--- src/rtl/dcache_pkg.sv ---
// Shared types and default geometry for the direct-mapped write-through data cache.
package dcache_pkg;

  localparam int DEF_LINES          = 16;
  localparam int DEF_WORDS_PER_LINE = 4;

  typedef enum logic [1:0] {
    ST_IDLE   = 2'd0,
    ST_REFILL = 2'd1,
    ST_WRITE  = 2'd2,
    ST_FLUSH  = 2'd3
  } state_e;

endpackage

--- src/rtl/dcache_if.sv ---
// CPU-side and backing-memory-side signals of the data cache, bundled as one interface.
interface dcache_if;
  logic        req;
  logic        we;
  logic [31:0] addr;
  logic [31:0] wdata;
  logic        flush;
  logic [31:0] rdata;
  logic        stall;
  logic        mem_req;
  logic        mem_we;
  logic [31:0] mem_addr;
  logic [31:0] mem_wdata;
  logic        mem_ack;
  logic [31:0] mem_rdata;

  // The cache itself uses the slave view; CPU and memory models use the master view.
  modport slave (
    input  req, we, addr, wdata, flush, mem_ack, mem_rdata,
    output rdata, stall, mem_req, mem_we, mem_addr, mem_wdata
  );

  modport master (
    output req, we, addr, wdata, flush, mem_ack, mem_rdata,
    input  rdata, stall, mem_req, mem_we, mem_addr, mem_wdata
  );
endinterface

--- src/rtl/dcache_ram.sv ---
// Cache data store: one synchronous write port, one asynchronous read port, no reset.
module dcache_ram #(
  parameter int DEPTH = 64,
  parameter int AW    = $clog2(DEPTH)
) (
  input  logic          clk,
  input  logic          we,
  input  logic [AW-1:0] waddr,
  input  logic [31:0]   wdata,
  input  logic [AW-1:0] raddr,
  output logic [31:0]   rdata
);

  logic [31:0] mem [DEPTH];

  always_ff @(posedge clk) begin
    if (we) mem[waddr] <= wdata;
  end

  assign rdata = mem[raddr];

endmodule

--- src/rtl/dcache.sv ---
// Direct-mapped, write-through, no-write-allocate data cache with in-order line refill.
module dcache
  import dcache_pkg::*;
#(
  parameter int LINES          = DEF_LINES,
  parameter int WORDS_PER_LINE = DEF_WORDS_PER_LINE
) (
  input  logic     clk,
  input  logic     reset,
  dcache_if.slave  bus
);

  localparam int OFF_W = $clog2(WORDS_PER_LINE);
  localparam int IDX_W = $clog2(LINES);
  localparam int TAG_W = 30 - OFF_W - IDX_W;

  localparam logic [1:0] S_IDLE   = 2'(ST_IDLE);
  localparam logic [1:0] S_REFILL = 2'(ST_REFILL);
  localparam logic [1:0] S_WRITE  = 2'(ST_WRITE);
  localparam logic [1:0] S_FLUSH  = 2'(ST_FLUSH);

  logic [OFF_W-1:0] off;
  logic [IDX_W-1:0] idx;
  logic [TAG_W-1:0] tag;
  logic             unused_addr_bits;

  assign off = bus.addr[OFF_W+1:2];
  assign idx = bus.addr[OFF_W+IDX_W+1:OFF_W+2];
  assign tag = bus.addr[31:OFF_W+IDX_W+2];
  assign unused_addr_bits = ^bus.addr[1:0];

  logic [1:0]       state_q, state_d;
  logic [OFF_W-1:0] beat_q, beat_d;
  logic [LINES-1:0] valid_q, valid_d;
  logic [TAG_W-1:0] tag_mem [LINES];

  logic                   tag_we, hit;
  logic                   ram_we;
  logic [IDX_W+OFF_W-1:0] ram_waddr;
  logic [31:0]            ram_wdata, ram_rdata;

  logic        stall_c, mem_req_c, mem_we_c;
  logic [31:0] rdata_c, mem_addr_c, mem_wdata_c;

  assign hit = valid_q[idx] && (tag_mem[idx] == tag);

  dcache_ram #(
    .DEPTH (LINES * WORDS_PER_LINE),
    .AW    (IDX_W + OFF_W)
  ) u_ram (
    .clk   (clk),
    .we    (ram_we),
    .waddr (ram_waddr),
    .wdata (ram_wdata),
    .raddr ({idx, off}),
    .rdata (ram_rdata)
  );

  always_comb begin
    state_d     = state_q;
    beat_d      = beat_q;
    valid_d     = valid_q;
    tag_we      = 1'b0;
    ram_we      = 1'b0;
    ram_waddr   = {idx, off};
    ram_wdata   = bus.wdata;
    stall_c     = 1'b0;
    rdata_c     = '0;
    mem_req_c   = 1'b0;
    mem_we_c    = 1'b0;
    mem_addr_c  = '0;
    mem_wdata_c = '0;
    case (state_q)
      S_IDLE: begin
        if (bus.flush) begin
          state_d = S_FLUSH;
          stall_c = bus.req;
        end else if (bus.req && !bus.we) begin
          if (hit) begin
            rdata_c = ram_rdata;
          end else begin
            // Drop the line's valid bit now so an interrupted refill can never be hit.
            stall_c      = 1'b1;
            state_d      = S_REFILL;
            beat_d       = '0;
            valid_d[idx] = 1'b0;
          end
        end else if (bus.req) begin
          stall_c = 1'b1;
          state_d = S_WRITE;
        end
      end
      S_REFILL: begin
        mem_req_c  = 1'b1;
        mem_addr_c = {tag, idx, beat_q, 2'b00};
        stall_c    = bus.req;
        ram_waddr  = {idx, beat_q};
        ram_wdata  = bus.mem_rdata;
        if (bus.mem_ack) begin
          ram_we = 1'b1;
          beat_d = beat_q + 1'b1;
          if (&beat_q) begin
            tag_we       = 1'b1;
            valid_d[idx] = 1'b1;
            state_d      = S_IDLE;
          end
        end
      end
      S_WRITE: begin
        mem_req_c   = 1'b1;
        mem_we_c    = 1'b1;
        mem_addr_c  = {bus.addr[31:2], 2'b00};
        mem_wdata_c = bus.wdata;
        stall_c     = bus.req && !bus.mem_ack;
        if (bus.mem_ack) begin
          ram_we  = hit;
          state_d = S_IDLE;
        end
      end
      S_FLUSH: begin
        valid_d = '0;
        state_d = S_IDLE;
        stall_c = bus.req;
      end
      default: state_d = S_IDLE;
    endcase
  end

  always_ff @(posedge clk or negedge reset) begin
    if (!reset) begin
      state_q <= S_IDLE;
      beat_q  <= '0;
      valid_q <= '0;
    end else begin
      state_q <= state_d;
      beat_q  <= beat_d;
      valid_q <= valid_d;
    end
  end

  always_ff @(posedge clk) begin
    if (tag_we) tag_mem[idx] <= tag;
  end

  // Reset is asynchronous, so outputs are forced quiet for as long as it is held.
  assign bus.stall     = reset & stall_c;
  assign bus.rdata     = reset ? rdata_c : '0;
  assign bus.mem_req   = reset & mem_req_c;
  assign bus.mem_we    = reset & mem_we_c;
  assign bus.mem_addr  = reset ? mem_addr_c : '0;
  assign bus.mem_wdata = reset ? mem_wdata_c : '0;

endmodule

--- src/flat_wrapper.sv ---
// flat-port wrapper written by rule: the top's interface ports become plain ports
module dcache_flat import dcache_pkg::*;
#(
  parameter int LINES          = DEF_LINES,
  parameter int WORDS_PER_LINE = DEF_WORDS_PER_LINE
)
  (clk, reset, bus_req, bus_we, bus_addr, bus_wdata, bus_flush, bus_mem_ack, bus_mem_rdata, bus_rdata, bus_stall, bus_mem_req, bus_mem_we, bus_mem_addr, bus_mem_wdata);
  dcache_if bus_i ();
  input  logic clk;
  input  logic reset;
  input wire logic [$bits(bus_i.req)-1:0] bus_req;
  input wire logic [$bits(bus_i.we)-1:0] bus_we;
  input wire logic [$bits(bus_i.addr)-1:0] bus_addr;
  input wire logic [$bits(bus_i.wdata)-1:0] bus_wdata;
  input wire logic [$bits(bus_i.flush)-1:0] bus_flush;
  input wire logic [$bits(bus_i.mem_ack)-1:0] bus_mem_ack;
  input wire logic [$bits(bus_i.mem_rdata)-1:0] bus_mem_rdata;
  output wire logic [$bits(bus_i.rdata)-1:0] bus_rdata;
  output wire logic [$bits(bus_i.stall)-1:0] bus_stall;
  output wire logic [$bits(bus_i.mem_req)-1:0] bus_mem_req;
  output wire logic [$bits(bus_i.mem_we)-1:0] bus_mem_we;
  output wire logic [$bits(bus_i.mem_addr)-1:0] bus_mem_addr;
  output wire logic [$bits(bus_i.mem_wdata)-1:0] bus_mem_wdata;
  assign bus_i.req = bus_req;
  assign bus_i.we = bus_we;
  assign bus_i.addr = bus_addr;
  assign bus_i.wdata = bus_wdata;
  assign bus_i.flush = bus_flush;
  assign bus_i.mem_ack = bus_mem_ack;
  assign bus_i.mem_rdata = bus_mem_rdata;
  assign bus_rdata = bus_i.rdata;
  assign bus_stall = bus_i.stall;
  assign bus_mem_req = bus_i.mem_req;
  assign bus_mem_we = bus_i.mem_we;
  assign bus_mem_addr = bus_i.mem_addr;
  assign bus_mem_wdata = bus_i.mem_wdata;
  dcache #(.LINES(LINES), .WORDS_PER_LINE(WORDS_PER_LINE)) u_core (.clk(clk), .reset(reset), .bus(bus_i));
endmodule
--- config.mk ---
export PLATFORM = sky130hd
export DESIGN_NAME = dcache_flat
export DESIGN_NICKNAME = d
export VERILOG_FILES = /design/src/rtl/dcache_pkg.sv /design/src/rtl/dcache_if.sv /design/src/rtl/dcache_ram.sv /design/src/rtl/dcache.sv /design/src/flat_wrapper.sv
export SDC_FILE = /design/constraint.sdc
export NUM_CORES = 2
export LEC_CHECK = 0
export BUFFER_PORTS_ARGS = -buffer_cell sky130_fd_sc_hd__buf_2
export CORE_ASPECT_RATIO = 1.2
export CORE_MARGIN = 2
export CORE_UTILIZATION = 40
export CTS_CLUSTER_DIAMETER = 150
export DETAILED_ROUTE_END_ITERATION = 8
export REMOVE_ABC_BUFFERS = 1
export SLEW_MARGIN = 20
export SYNTH_ARGS = -nofsm -noshare
export SYNTH_HDL_FRONTEND = slang
export SYNTH_SLANG_ARGS = --single-unit
--- constraint.sdc ---
create_clock -name clk -period 4.6 [get_ports clk]
set_input_delay 0.92 -clock clk [delete_from_list [all_inputs] [get_ports clk]]
set_output_delay 0.92 -clock clk [all_outputs]
set_load 0.1 [all_outputs]
# Word level (Yosys, flattened, before mapping)
# Memory sizes are Yosys's and may differ from the RTL's.
# Index checks and enable logic that the tools add are counted.
# Widths: inputs -> output; s select.
dict set report totals {
  in_bits 102
  word_cells 92
  ff_bits 20
  n_memories 2
  ram_bits 2432
  out_inout_bits 99
}
dict set report op_classes {
  n_reduce_logical 15
  n_mux 51
  n_bitwise 6
  add_sub_neg 1
  n_eq_ne 12
  magnitude_cmp 2
}
# name depth width read_ports rd_ports_with_merged_regs write_ports line
set mem_list {}
lappend mem_list {u_core.u_ram.mem 64 32 1 0 1 dcache_ram.sv:14} ;# logic [31:0] mem [DEPTH];
lappend mem_list {u_core.tag_mem 16 24 1 0 1 dcache.sv:35} ;# logic [TAG_W-1:0] tag_mem [LINES];
# cell n
set op_table {}
lappend op_table {{$mux 32} 9}
lappend op_table {{$mux 16} 5}
lappend op_table {{$pmux 32 s2} 1}
lappend op_table {{$pmux 16 s3} 1}
lappend op_table {{$eq 24x24->1} 1}
lappend op_table {{$mux 2} 12}
lappend op_table {{$mux 1} 17}
lappend op_table {{$and 16x16->16} 1}
lappend op_table {{$not 16->16} 1}
lappend op_table {{$or 16x16->16} 1}
lappend op_table {{$reduce_and 5->1} 2}
lappend op_table {{$ne 2x2->1 const B} 4}
lappend op_table {{$pmux 2 s4} 1}
lappend op_table {{$reduce_and 6->1} 1}
lappend op_table {{$lt 4x5->1 const B} 1}
lappend op_table {{$bmux 1 s4} 1}
lappend op_table {{$demux 1 s4} 1}
lappend op_table {{$eq 2x2->1 const B} 2}
lappend op_table {{$ge 4x1->1 const B} 1}
lappend op_table {{$logic_and 1x1->1} 4}
lappend op_table {{$ne 2x1->1 const B} 2}
lappend op_table {{$ne 4x3->1 const B} 1}
lappend op_table {{$ne 4x4->1 const B} 1}
lappend op_table {{$pmux 2 s2} 1}
lappend op_table {{11 further kinds} 15}

# Longest topological paths before layout
dict set report depth {
  word_depth 10
  depth_mapped 15
  mapped_depth_nobuf 9
}

# By module
# Synthesis repeated with hierarchy kept, for this count alone.
dict set report hier_totals {
  hier_cells 4379
  area_unflattened_um2 95897.0
}
# mod seq_area_each_um2 cells_per_inst n_inst area_per_inst_um2
set by_module_without_submodules {}
lappend by_module_without_submodules {dcache_ram 61499.0 3292 1 77874.7}
lappend by_module_without_submodules {dcache 12031.5 1087 1 18022.3}

# Worst setup path before layout
# Ideal clock, no wire load.
dict set report synth_timing {
  kind {input -> output}
  from {input bus_addr[4]}
  to {output bus_rdata[23]}
  t_required_ns 3.680
  t_arrival_ns 7.927
  path_slack_ns -4.247
  cell_stages 10
  cell_sequence {buf_6 buf_6 buf_4 mux4_2 a2111oi_2 a31oi_1 a2111o_1 nor4b_2 nand3_1 a2111oi_0}
}
dict set report synth_via {
  elab_chain_len 8
}
# element line
set synth_lines {}
lappend synth_lines {{start, declared} flat_wrapper.sv:13} ;# input wire logic [$bits(bus_i.addr)-1:0] bus_addr;
lappend synth_lines {{$mem_v2 16x24 / $bmux 1 s4 (equally long branches)} n/a}
lappend synth_lines {{$eq 24x24->1 / $mux 1 (equally long branches)} dcache.sv:45} ;# assign hit = valid_q[idx] && (tag_mem[idx] == tag);
lappend synth_lines {{$logic_and 1x1->1} dcache.sv:45}
lappend synth_lines {{$mux 32 (*)} dcache.sv:79} ;# if (hit) begin
lappend synth_lines {{$mux 32 (*)} dcache.sv:78} ;# end else if (bus.req && !bus.we) begin
lappend synth_lines {{$mux 32 (*)} dcache.sv:75} ;# if (bus.flush) begin
lappend synth_lines {{$mux 32 (*)} dcache.sv:73} ;# case (state_q)
lappend synth_lines {{$mux 32 (*)} dcache.sv:147} ;# assign bus.rdata = reset ? rdata_c : '0;
lappend synth_lines {{end, declared} flat_wrapper.sv:18} ;# output wire logic [$bits(bus_i.rdata)-1:0] bus_rdata;
# Every way passes the cells marked *; elsewhere a longest branch is shown, timed or not. The select of a mux whose other input is x is not followed.

# Final worst setup path
# Ends and elaborated chain as after synthesis.

==> parameters.txt <==
Parameter                              Value

Run status
  Result of the run    finished, violations left
  Violated checks    setup timing

Clock network
  Clock buffers created by TritonCTS    roughly 240
  Number of levels the H-tree was split into    4
  Root Buffer Master    sky130_fd_sc_hd__clkbuf_16
  Worst-Skew Late Latency    890 ps
  Max Buffers Root-to-Sink    3
  Clock-pin transition on the worst setup and hold timing paths    60 ps
  TritonCTS clock tree    built
  Total clock sinks    between 2000 and 2500

Cells and area
  Ratio of cells with drive above 1 in the final layout    approximately two fifths
  Area occupied by registers    73500 sq um
  Fin nets    5326
  Filler Cell Count    18900
  Area of the multi-input gates    22200 sq um
  Area growth from synthesis to layout    22.7%
  Final design utilization    about half
  Number of standard cells in the layout, taps in and fillers out    between 8000 and 9000

Placement
  Routability-driven placement congestion ratio    0.851
  Worst Setup Slack post-DPL    -1410 ps
  Half-perimeter wire length after placement    between 150000 and 200000 um
  Count of placed standard cells including taps    8120
  Count of port buffers added during placement    196

Synthesis
  Async set or reset register ratio after synthesis    0.816%
  Number of distinct library cells after synthesis    69
  Netlist area before placement    95800 sq um
  Syn avg cell area    between 20 and 25 sq um
  Sequential cell area fraction in the yosys report    approximately three quarters
  Number of register bits inferred by synthesis    2452
  Number of warnings printed during yosys synthesis    0
  Post-synth EDFFs    2432
  Gate count after technology mapping    4279
  Most used flip-flop cell after synthesis    sky130_fd_sc_hd__edfxtp_1

Global routing
  Number of global-route vias before repair    about 51000
  Global routing usage summed across all routing layers    between 20% and 30%
  Antenna violations before repair    4
  Largest net degree at the start of global routing    65
  Residual overflow from global routing    0
  First-pass GRT wire length    390000 um

STA
  Transition time of the tightest slew-check pin    approximately 1200 ps
  Final number of hold-violating endpoints    0
  Max Clock Skew    around 54 ps
  Shortest clock period the worst path allows after layout    between 5000 and 6000 ps
  Setup_tns    -20120 ps
  # setup viols final    33
  RSZ-0062 raised after global routing    yes
  Final Cycle Share    115%
  Setup WS post-layout    -710 ps
  FMAX    188 MHz
  Headroom to the max-slew limit    21.2%
  Max-slew violation total from the final report    0

Critical path
  Internal reg-to-reg setup slack    ~540 ps
  Cell depth of the worst flop-to-flop path    15
  Capturing point of the worst reg2reg path    u_core.u_ram.mem[23][15]
  Start of the worst register-to-register path    u_core.tag_mem[0][2]
  Category of the critical setup timing path    in -> out
  CP required    3680 ps
  Maximum net fanout on the critical path    7
  Startpoint type of the worst setup path    primary input
  Arrival time worst endpoint    around 4400 ps
  Capturing element type of the critical path    primary output
  Critical path origin    bus_addr[4]

Worst hold path
  Hold/Removal Path Class    in -> reg
  Worst-case hold path end point    u_core.tag_mem[14][5]
  Worst hold start    bus_addr[13]
  Worst Hold Path Cells    1

Drt
  Wire per inst    32.6 um
  Routed via count    50300
  Mean number of vias per cell    approximately 5.9
  Routed WL    ~280000 um
  DRC violation total after the first TritonRoute iteration    between 5000 and 6000
  Number of detailed-routing iterations run before antenna repair    7
  Remaining routing DRC violations    0
  Remaining number of nets flagged by the antenna check after routing    0

Floorplan
  Core area    238000 sq um
  Starting density of the core    40.3%
  Chip width    451 um
  Overall die height    540 um
  Die Outline Area    243000 sq um
  I/O Pins    201
  Number of standard-cell rows in the floorplan    just under 200

Power
  Peak supply drop    415 uV
  Total power per unit cell area    435 nW/um^2
  Static Leakage    ~0.038 uW
  Total design power    51100 uW

Run
  Count of max-cap constraint violations    0
through the flow:
stage / hold WS [ps] / area, sq um
after floorplan: 514 / 94600
after global placement: 530 / 109000
after detailed placement: 546 / 109000
after CTS: 271 / 117000
after global routing: 295 / 117000
final: 336 / 118000
layout make-up:
cell class / instances / area share (%)
clock buffers: 276 / 5.17
clock inverters: 156 / 1.31
flip-flops and latches: 2452 / 62.6
repair buffers: 943 / 8.56
diodes: 11 / 0.0234
multi-input cells: 1566 / 18.9
well taps: 3168 / 3.37
inverters: 20 / 0.0639
synthesized netlist by cell type (all sizes together) (20+ instances only):
cell type	count	area (sq um)
o22ai	83	576
dfrtp	20	500
nor2	154	578
nand2	56	210
mux2i	111	1110
mux4	654	14700
and3	36	225
clkbuf	125	469
a21oi	53	265
buf	117	682
mux2	80	901
nor3	45	230
o21ai	56	280
edfxtp	2432	73000
and2	27	169
layer usage:
| metal | vias up | wire (um) | global-route usage, % |
|---|---|---|---|
| met5 | - | 13 | 0 |
| met4 | 2 | 11400 | 8.37 |
| met3 | 436 | 19200 | 2.92 |
| met2 | 2297 | 142000 | 38.8 |
| met1 | 27500 | 108000 | 29.7 |
| li1 | 20100 | - | - |
sequential cells by signal (all words and copies together) (netlist names):
| register | count |
|---|---|
| u_core.u_ram.mem | 2048 |
| u_core.tag_mem | 384 |
| u_core.valid_q | 16 |
| u_core.beat_q | 2 |
| u_core.state_q | 2 |
kinds of logic after synthesis:
family	Yosys count	share of synthesized area (%)
flops	2452	76.8
mux	845	17.5
simple gates	375	1.87
compound gates	311	2.26
buf+inv	262	1.28
xor+xnor	27	0.247
fa+ha+maj	6	0.0784
other cells	1	0.00392
layout by cell type (no fill, tap or decap), types with 15 or more instances in the layout:
cell                        Yosys  final
sky130_fd_sc_hd__edfxtp_1    2432   2432
sky130_fd_sc_hd__mux4_2       654    654
sky130_fd_sc_hd__buf_4         12    542
sky130_fd_sc_hd__buf_12         3    249
sky130_fd_sc_hd__clkbuf_16      0    237
sky130_fd_sc_hd__buf_2         77    127
sky130_fd_sc_hd__mux2i_1      111    107
sky130_fd_sc_hd__nor2_4         0     87
sky130_fd_sc_hd__mux2_2        80     76
sky130_fd_sc_hd__o22ai_1       74     72
sky130_fd_sc_hd__nor2_1       154     63
sky130_fd_sc_hd__clkinv_1       1     58
sky130_fd_sc_hd__nand2_1       56     56
sky130_fd_sc_hd__o21ai_0       54     53
sky130_fd_sc_hd__a21oi_1       53     48
sky130_fd_sc_hd__clkinv_2       0     44
sky130_fd_sc_hd__clkbuf_1     125     39
sky130_fd_sc_hd__and3_1        36     36
sky130_fd_sc_hd__nor3_1        44     32
sky130_fd_sc_hd__and2_1        27     27
sky130_fd_sc_hd__bufinv_16      0     26
sky130_fd_sc_hd__dfrtp_1       20     20
sky130_fd_sc_hd__inv_1         19     19
sky130_fd_sc_hd__a211oi_1      17     15
sky130_fd_sc_hd__buf_6          7     15
worst max path at each step:
| stage | end | slack (ps) | cells past startpoint |
|---|---|---|---|
| 6_report | bus_rdata[23] | -710 | 15 |
| 5_1_grt | bus_rdata[23] | -840 | 15 |
| 4_1_cts | bus_rdata[23] | -790 | 17 |
| 3_5_place_dp | bus_rdata[23] | -1410 | 16 |
| 3_3_place_gp | bus_rdata[23] | -1330 | 15 |
| 2_1_floorplan | bus_rdata[23] | -4730 | 9 |
critical path, cell delays in order:
cell                        delay, ps
sky130_fd_sc_hd__buf_16           130
sky130_fd_sc_hd__buf_16           160
sky130_fd_sc_hd__buf_12           150
sky130_fd_sc_hd__mux4_2           530
sky130_fd_sc_hd__a32oi_2          240
sky130_fd_sc_hd__nand2b_1          90
sky130_fd_sc_hd__a221o_1          370
sky130_fd_sc_hd__nor4b_4          350
sky130_fd_sc_hd__nor4b_2          240
sky130_fd_sc_hd__buf_4            170
sky130_fd_sc_hd__nand3_4          130
sky130_fd_sc_hd__buf_12           220
sky130_fd_sc_hd__a2111oi_4        290
sky130_fd_sc_hd__buf_4            170
sky130_fd_sc_hd__buf_12           160
timing repair:
| item | 4_1_cts | 5_1_grt |
|---|---|---|
| pin swaps | 32 | 20 |
| cloned | 2 | 0 |
| gates resized for setup | 106 | 35 |
| buffers inserted | 24 | 8 |
| hold endpoints to repair | 0 | 0 |
| hold buffers | 0 | 0 |
| setup endpoints to repair | 33 | 34 |
power breakdown:
part / switching (uW) / total, uW / internal, uW
sequential: 32.5 / 25800 / 25800
clock: 8380 / 19200 / 10900
combinational: 4280 / 6020 / 1750
total: 12700 / 51100 / 38400
No activity file was read; power rests on OpenSTA's default activity.
